File: src/rtl/auth_pkg.sv
// Shared types and helpers for the rider-authentication controller.
package auth_pkg;

  typedef enum logic [2:0] {OFF, AUTH, PWR, STOP_PEND, OFF_WAIT, LOCK} state_t;

  localparam logic [7:0] GO_BYTE   = 8'h67;
  localparam logic [7:0] STOP_BYTE = 8'h73;

  // Key bytes are sent most-significant first: idx 0 is KEY[8*key_len-1 -: 8].
  function automatic logic [7:0] key_byte(input logic [31:0] key, input int key_len,
                                          input int idx);
    logic [31:0] sh;
    sh = key >> (8 * (key_len - 1 - idx));
    return sh[7:0];
  endfunction

endpackage

File: src/rtl/auth_ctrl_if.sv
// Byte handshake between the UART receiver and the authentication controller.
interface auth_ctrl_if;
  logic [7:0] rx_data;
  logic       rx_rdy;
  logic       clr_rdy;

  modport master (output rx_data, rx_rdy, input clr_rdy);
  modport slave  (input rx_data, rx_rdy, output clr_rdy);
endinterface

File: src/rtl/auth_timer.sv
// Loadable saturating up-counter; tc_o flags that the count sits at MAX.
module auth_timer #(
  parameter int MAX = 1,
  parameter int W   = (MAX < 1) ? 1 : $clog2(MAX + 1)
) (
  input  logic         clk,
  input  logic         rst_n,
  input  logic         clr_i,
  input  logic         ld_i,
  input  logic [W-1:0] ld_val_i,
  input  logic         en_i,
  output logic         tc_o
);

  logic [W-1:0] cnt_q;

  always_ff @(posedge clk or negedge rst_n) begin
    if (!rst_n)                          cnt_q <= '0;
    else if (clr_i)                      cnt_q <= '0;
    else if (ld_i)                       cnt_q <= ld_val_i;
    else if (en_i && cnt_q != W'(MAX))   cnt_q <= cnt_q + 1'b1;
  end

  assign tc_o = (cnt_q == W'(MAX));

endmodule

File: src/rtl/auth_ctrl.sv
// Rider authentication / power sequencing. Define AUTH_LOCKOUT_EN to add the
// repeated-failure lockout (LOCK state, fail counter, locked output).
module auth_ctrl
  import auth_pkg::*;
#(
  parameter int          KEY_LEN   = 1,
  parameter logic [31:0] KEY       = {24'h0, GO_BYTE},
  parameter logic [7:0]  STOP_CODE = STOP_BYTE,
  parameter int          AUTH_TMO  = 50000,
  parameter int          OFF_DLY   = 1000,
  parameter int          MAX_FAIL  = 3,
  parameter int          LOCK_CYC  = 500000
) (
  input  logic        clk,
  input  logic        rst_n,
  auth_ctrl_if.slave  rx,
  input  logic        rider_off,
  output logic        pwr_up,
  output logic        auth_fail,
  output logic        locked
);

  localparam logic [7:0] KEY0 = key_byte(KEY, KEY_LEN, 0);

  state_t     state_q, state_d;
  logic [1:0] idx_q, idx_d;
  logic       fail_evt, tmo_tc, dly_tc;
  logic       key0_hit, stop_hit;

  assign key0_hit = rx.rx_rdy && (rx.rx_data == KEY0);
  assign stop_hit = rx.rx_rdy && (rx.rx_data == STOP_CODE);

  // Inter-byte gap: any byte restarts the count.
  auth_timer #(.MAX(AUTH_TMO - 1)) u_tmo (
    .clk(clk), .rst_n(rst_n), .clr_i(state_q != AUTH || rx.rx_rdy),
    .ld_i(1'b0), .ld_val_i('0), .en_i(1'b1), .tc_o(tmo_tc));

  auth_timer #(.MAX(OFF_DLY - 1)) u_dly (
    .clk(clk), .rst_n(rst_n), .clr_i(state_q != OFF_WAIT),
    .ld_i(1'b0), .ld_val_i('0), .en_i(1'b1), .tc_o(dly_tc));

`ifdef AUTH_LOCKOUT_EN
  localparam int FW = $clog2(MAX_FAIL + 1);
  logic [FW-1:0] fail_q, fail_d;
  logic          lock_tc, lock_now;

  auth_timer #(.MAX(LOCK_CYC - 1)) u_lock (
    .clk(clk), .rst_n(rst_n), .clr_i(state_q != LOCK),
    .ld_i(1'b0), .ld_val_i('0), .en_i(1'b1), .tc_o(lock_tc));

  assign lock_now = (fail_q == FW'(MAX_FAIL - 1));

  always_comb begin
    fail_d = fail_q;
    if (state_q == LOCK || (state_d == PWR && state_q != PWR)) fail_d = '0;
    else if (fail_evt && fail_q != FW'(MAX_FAIL))               fail_d = fail_q + 1'b1;
  end

  always_ff @(posedge clk or negedge rst_n) begin
    if (!rst_n) fail_q <= '0;
    else        fail_q <= fail_d;
  end
`endif

  always_ff @(posedge clk or negedge rst_n) begin
    if (!rst_n) begin
      state_q <= OFF;
      idx_q   <= '0;
    end else begin
      state_q <= state_d;
      idx_q   <= idx_d;
    end
  end

  always_comb begin
    state_d  = state_q;
    idx_d    = idx_q;
    fail_evt = 1'b0;
    case (state_q)
      OFF: if (key0_hit) begin
        if (KEY_LEN == 1) state_d = PWR;
        else begin
          state_d = AUTH;
          idx_d   = 2'd1;
        end
      end
      AUTH: begin
        if (rx.rx_rdy) begin
          if (rx.rx_data == key_byte(KEY, KEY_LEN, int'(idx_q))) begin
            if (int'(idx_q) == KEY_LEN - 1) state_d = PWR;
            else                            idx_d   = idx_q + 2'd1;
          end else fail_evt = 1'b1;
        end else if (tmo_tc) fail_evt = 1'b1;
        if (fail_evt) begin
`ifdef AUTH_LOCKOUT_EN
          state_d = lock_now ? LOCK : OFF;
`else
          state_d = OFF;
`endif
        end
      end
      PWR: if (stop_hit) state_d = rider_off ? OFF_WAIT : STOP_PEND;
      STOP_PEND: begin
        if (key0_hit)       state_d = PWR;
        else if (rider_off) state_d = OFF_WAIT;
      end
      // A key byte cancels the stop even if the rider steps back on that cycle.
      OFF_WAIT: begin
        if (key0_hit)        state_d = PWR;
        else if (!rider_off) state_d = STOP_PEND;
        else if (dly_tc)     state_d = OFF;
      end
`ifdef AUTH_LOCKOUT_EN
      LOCK: if (lock_tc) state_d = OFF;
`endif
      default: state_d = OFF;
    endcase
  end

  always_comb begin
    rx.clr_rdy = rx.rx_rdy;
    pwr_up     = (state_q == PWR) || (state_q == STOP_PEND) || (state_q == OFF_WAIT);
    auth_fail  = fail_evt;
`ifdef AUTH_LOCKOUT_EN
    locked     = (state_q == LOCK);
`else
    locked     = 1'b0;
`endif
  end

endmodule

File: src/flat_wrapper.sv
// flat-port wrapper written by rule: the top's interface ports become plain ports
module auth_ctrl_flat import auth_pkg::*;
#(
  parameter int          KEY_LEN   = 1,
  parameter logic [31:0] KEY       = {24'h0, GO_BYTE},
  parameter logic [7:0]  STOP_CODE = STOP_BYTE,
  parameter int          AUTH_TMO  = 50000,
  parameter int          OFF_DLY   = 1000,
  parameter int          MAX_FAIL  = 3,
  parameter int          LOCK_CYC  = 500000
)
  (clk, rst_n, rider_off, pwr_up, auth_fail, locked, rx_rx_data, rx_rx_rdy, rx_clr_rdy);
  auth_ctrl_if rx_i ();
  input  logic clk;
  input  logic rst_n;
  input  logic rider_off;
  output logic pwr_up;
  output logic auth_fail;
  output logic locked;
  input wire logic [$bits(rx_i.rx_data)-1:0] rx_rx_data;
  input wire logic [$bits(rx_i.rx_rdy)-1:0] rx_rx_rdy;
  output wire logic [$bits(rx_i.clr_rdy)-1:0] rx_clr_rdy;
  assign rx_i.rx_data = rx_rx_data;
  assign rx_i.rx_rdy = rx_rx_rdy;
  assign rx_clr_rdy = rx_i.clr_rdy;
  auth_ctrl #(.KEY_LEN(KEY_LEN), .KEY(KEY), .STOP_CODE(STOP_CODE), .AUTH_TMO(AUTH_TMO), .OFF_DLY(OFF_DLY), .MAX_FAIL(MAX_FAIL), .LOCK_CYC(LOCK_CYC)) u_core (.clk(clk), .rst_n(rst_n), .rx(rx_i), .rider_off(rider_off), .pwr_up(pwr_up), .auth_fail(auth_fail), .locked(locked));
endmodule
File: config.mk
export PLATFORM = sky130hd
export DESIGN_NAME = auth_ctrl_flat
export DESIGN_NICKNAME = d
export VERILOG_FILES = /design/src/rtl/auth_pkg.sv /design/src/rtl/auth_ctrl_if.sv /design/src/rtl/auth_timer.sv /design/src/rtl/auth_ctrl.sv /design/src/flat_wrapper.sv
export SDC_FILE = /design/constraint.sdc
export NUM_CORES = 1
export LEC_CHECK = 0
export CORE_ASPECT_RATIO = 1.25
export CORE_UTILIZATION = 40
export CTS_BUF_LIST = sky130_fd_sc_hd__clkbuf_16
export DETAILED_ROUTE_END_ITERATION = 16
export GPL_TIMING_DRIVEN = 0
export PLACE_DENSITY_LB_ADDON = 0.08
export SLEW_MARGIN = 20
export SYNTH_ARGS = -nofsm -noshare
export SYNTH_HDL_FRONTEND = slang
export SYNTH_SLANG_ARGS = --single-unit
File: constraint.sdc
create_clock -name clk -period 4.05 [get_ports clk]
set_clock_uncertainty 0.05 [all_clocks]
set_input_delay 0.81 -clock clk [delete_from_list [all_inputs] [get_ports clk]]
set_output_delay 0.81 -clock clk [all_outputs]
set_load 0.02 [all_outputs]
==> results.json <==
{
  "outcome": "complete, no violations",
  "ir_drop_mv": 0.231,
  "setup_violations": 0,
  "wirelength_microns": 3470,
  "powerDensity_mw_per_mm2": 432,
  "routedWlPerCell_microns": 12.9,
  "synthTopCellsByArea": "dfrtp_1 (43%), nor2_1 (6.7%), xor2_1 (4.9%)",
  "crit_top_cell": "clkdlybuf4s50_1",
  "min_period_ns": 3.40,
  "clock_path_buffers": 2,
  "path_cells": "clkdlybuf4s50_1, nor4_1, o21ai_0, o2bb2ai_1, nor2b_1, clkdlybuf4s50_1",
  "ys_seq_elements": 31,
  "tightestPinTransition_ns": 0.697,
  "worst-r2r-setup-slack_ns": 2.01,
  "initial_core_util_pct": 42.6,
  "rr_endpoint": "u_core.state_q[1]",
  "leakagePower_uw": 0.000900,
  "clock_latency_ns": 0.27,
  "cts-root-buf": "clkbuf_16",
  "grt_start_max_net_pins": 32,
  "cp_slowest_stage_delay_ns": 0.53,
  "relSlewSlack_pct": 53.5,
  "maxSlewViolCount": 0,
  "diodes": 0,
  "synth-compound-area-share_pct": 7.91,
  "dieWidth_microns": 61.8,
  "drt_iter0_markers": 60,
  "critPathKind": "in -> out",
  "postCtsSetupBuffers": 0,
  "num_rows": 26,
  "crit_arrival_ns": 2.54,
  "antenna_found_initial": 0,
  "whs_endpoint": "u_core.idx_q[1]",
  "synth_top_area_cell": "dfrtp_1",
  "min_path_type": "reg -> reg",
  "gp_congestion": 0.777,
  "r2r_cells": 8,
  "yosysSeqAreaShare_pct": 43.4,
  "ys.flop_type": "dfrtp_1",
  "synth.cell_area_sq_mm": 0.00179,
  "htree_levels": 2,
  "post-route-period-util_pct": 84.0,
  "clock-sinks": 31,
  "hold_buffers": 0,
  "clk_pin_slew_worst_paths_ns": 0.05,
  "path_max_fanout": 3,
  "grt_use_total_pct": 17.1,
  "cts_made_buffers": 5,
  "final_nets": 228,
  "ys_async_sr_fraction_pct": 100,
  "port_buffers": 14,
  "grt-ovfl-total": 0,
  "fp.coreArea_sq_mm": 0.00420,
  "cp_slowest_cell": "clkdlybuf4s50_1",
  "holdWs_ns": 0.486,
  "vias": 1436,
  "drtPass1Iterations": 4,
  "cts_tree": "built",
  "cp-end-kind": "output pin",
  "timing.rr.start": "u_core.idx_q[0]",
  "tns_ns": 0,
  "synth_edf_count": 0,
  "max_freq_mhz": 294,
  "dieArea_sq_mm": 0.00474,
  "area_growth_pct": 19.0,
  "synthSimpleGateAreaFrac_pct": 31.2,
  "viasPerCell": 5.34,
  "synth_mux_area_share_pct": 3.01,
  "yosysUniqueCellTypes": 47,
  "drive_gt1_share_pct": 11.3,
  "synth_xor_xnor_area_share_pct": 8.82,
  "dp_hpwl_microns": 2530,
  "syn_avg_cell_area_sq_um": 9.31,
  "num_io_pins": 16,
  "synth_cells": 192,
  "syn-num-nets": 207,
  "min_from": "u_core.idx_q[1]",
  "remaining_drc_errors": 0,
  "start_kind": "primary input",
  "synth_top_family_by_area": "simple AND/OR/NAND/NOR gates",
  "hold_depth": 2,
  "cts_resized": 0,
  "die_h_microns": 76.7,
  "maxCapViolations": 0,
  "yosys.area_share.adder_pct": 2.10,
  "rsz0062_at_grt": "no",
  "grt_pass1_vias": 1420,
  "worst_ep_required_time_ns": 3.19,
  "hold_viol_final": 0,
  "ant_nets": 0,
  "grt_pass1_wl_microns": 5950,
  "synth_top_area_share_pct": 43.4,
  "yosys_warnings": 0
}
-- registers in the layout (all words and copies together), names as in the netlist --
| name | cells |
|---|---|
| u_core.u_dly.cnt_q | 10 |
| u_core.idx_q | 2 |
| u_core.u_tmo.cnt_q | 16 |
| u_core.state_q | 3 |
-- cells in the final DEF, fill, tap and decap left out, drive strengths merged, types with 2 or more instances in the layout --
cell	n
mux2i	2
and4	2
clkinv	2
nand3	13
nor2	32
inv	5
nor3	8
ha	3
and2	4
nand2b	2
nor2b	3
nor3b	2
nand4	5
or3	4
o21ai	8
nor4b	2
dfrtp	31
clkbuf	7
xor2	10
buf	5
mux2	3
and3	4
nand2	16
clkdlybuf4s50	13
xnor2	8
a21oi	8
-- critical path, delay by kind of cell --
kind	cells	cell delay [ns]
compound gates	2	0.35
buf+inv	2	0.98
simple gates	2	0.39
-- worst max-delay path by stage --
stage	startpoint	endpoint	slack, ns	cells after the start
floorplan	rx_rx_data[6]	auth_fail	1.63	4
finish	rx_rx_data[0]	auth_fail	0.65	6
CTS	rx_rx_data[0]	auth_fail	0.63	6
global placement	rx_rx_data[0]	auth_fail	0.65	6
global route	rx_rx_data[0]	auth_fail	0.45	6
detailed placement	rx_rx_data[0]	auth_fail	0.63	6
-- power by group --
group	internal, uW	leakage [uW]	total, uW	switching (uW)
Combinational	107	0.000415	230	123
Sequential	328	0.000419	345	16.9
Clock	220	0.0000671	343	123
Total	654	0.000900	918	263
-- routing by layer --
metal | track usage (%) | up-vias | share of wire, % | wire length, microns
met3 | 5.40 | 8 | 4.0 | 139
met5 | 0 | - | 0 | 0
met1 | 20.0 | 697 | 43 | 1500
met4 | 7.78 | 0 | 2.0 | 71
met2 | 27.5 | 28 | 51 | 1760
li1 | - | 703 | - | -
-- Yosys cell counts, types with 2 or more instances --
| library cell | number |
|---|---|
| ha_1 | 3 |
| dfrtp_1 | 31 |
| nand2_1 | 16 |
| and2_1 | 2 |
| xnor2_1 | 8 |
| and3_1 | 3 |
| or3_1 | 4 |
| nor2_1 | 32 |
| nand2b_1 | 2 |
| xor2_1 | 10 |
| nand3_1 | 12 |
| nor3_1 | 6 |
| inv_1 | 5 |
| nor2b_1 | 3 |
| buf_4 | 4 |
| nand4_1 | 3 |
| o21ai_0 | 7 |
| mux2i_1 | 2 |
| and4_1 | 2 |
| mux2_1 | 2 |
| a21oi_1 | 8 |
| nor3_2 | 2 |
-- final cells by class --
class	instances	area (sq um)
tap	56	70.1
clock inverter	2	8.76
multi-input combinational	150	951
clock buffer	5	125
sequential	31	776
fill	380	2070
buffer	6	41.3
timing repair buffer	14	135
inverter	5	18.8
-- through the flow --
stage / std cells / util [%] / setup WS [ns] / cell area, sq um / total power [uW]
final: 269 / 50.7 / 0.649 / 2130 / 918
after floorplan: 192 / - / 1.63 / 1790 / 510
after detailed placement: 262 / 47.5 / 0.635 / 1990 / 581
after CTS: 269 / 50.7 / 0.629 / 2130 / 928
after global routing: 269 / 50.7 / 0.453 / 2130 / 965
after global placement: 262 / 47.6 / 0.651 / 2000 / 576
-- logic make-up after synthesis --
family	after synthesis
simple gates	100
mux	5
flops	31
compound gates	23
xor+xnor	18
fa+ha+maj	3
other cells	1
buf+inv	11
No activity file was read; power rests on OpenSTA's default activity.
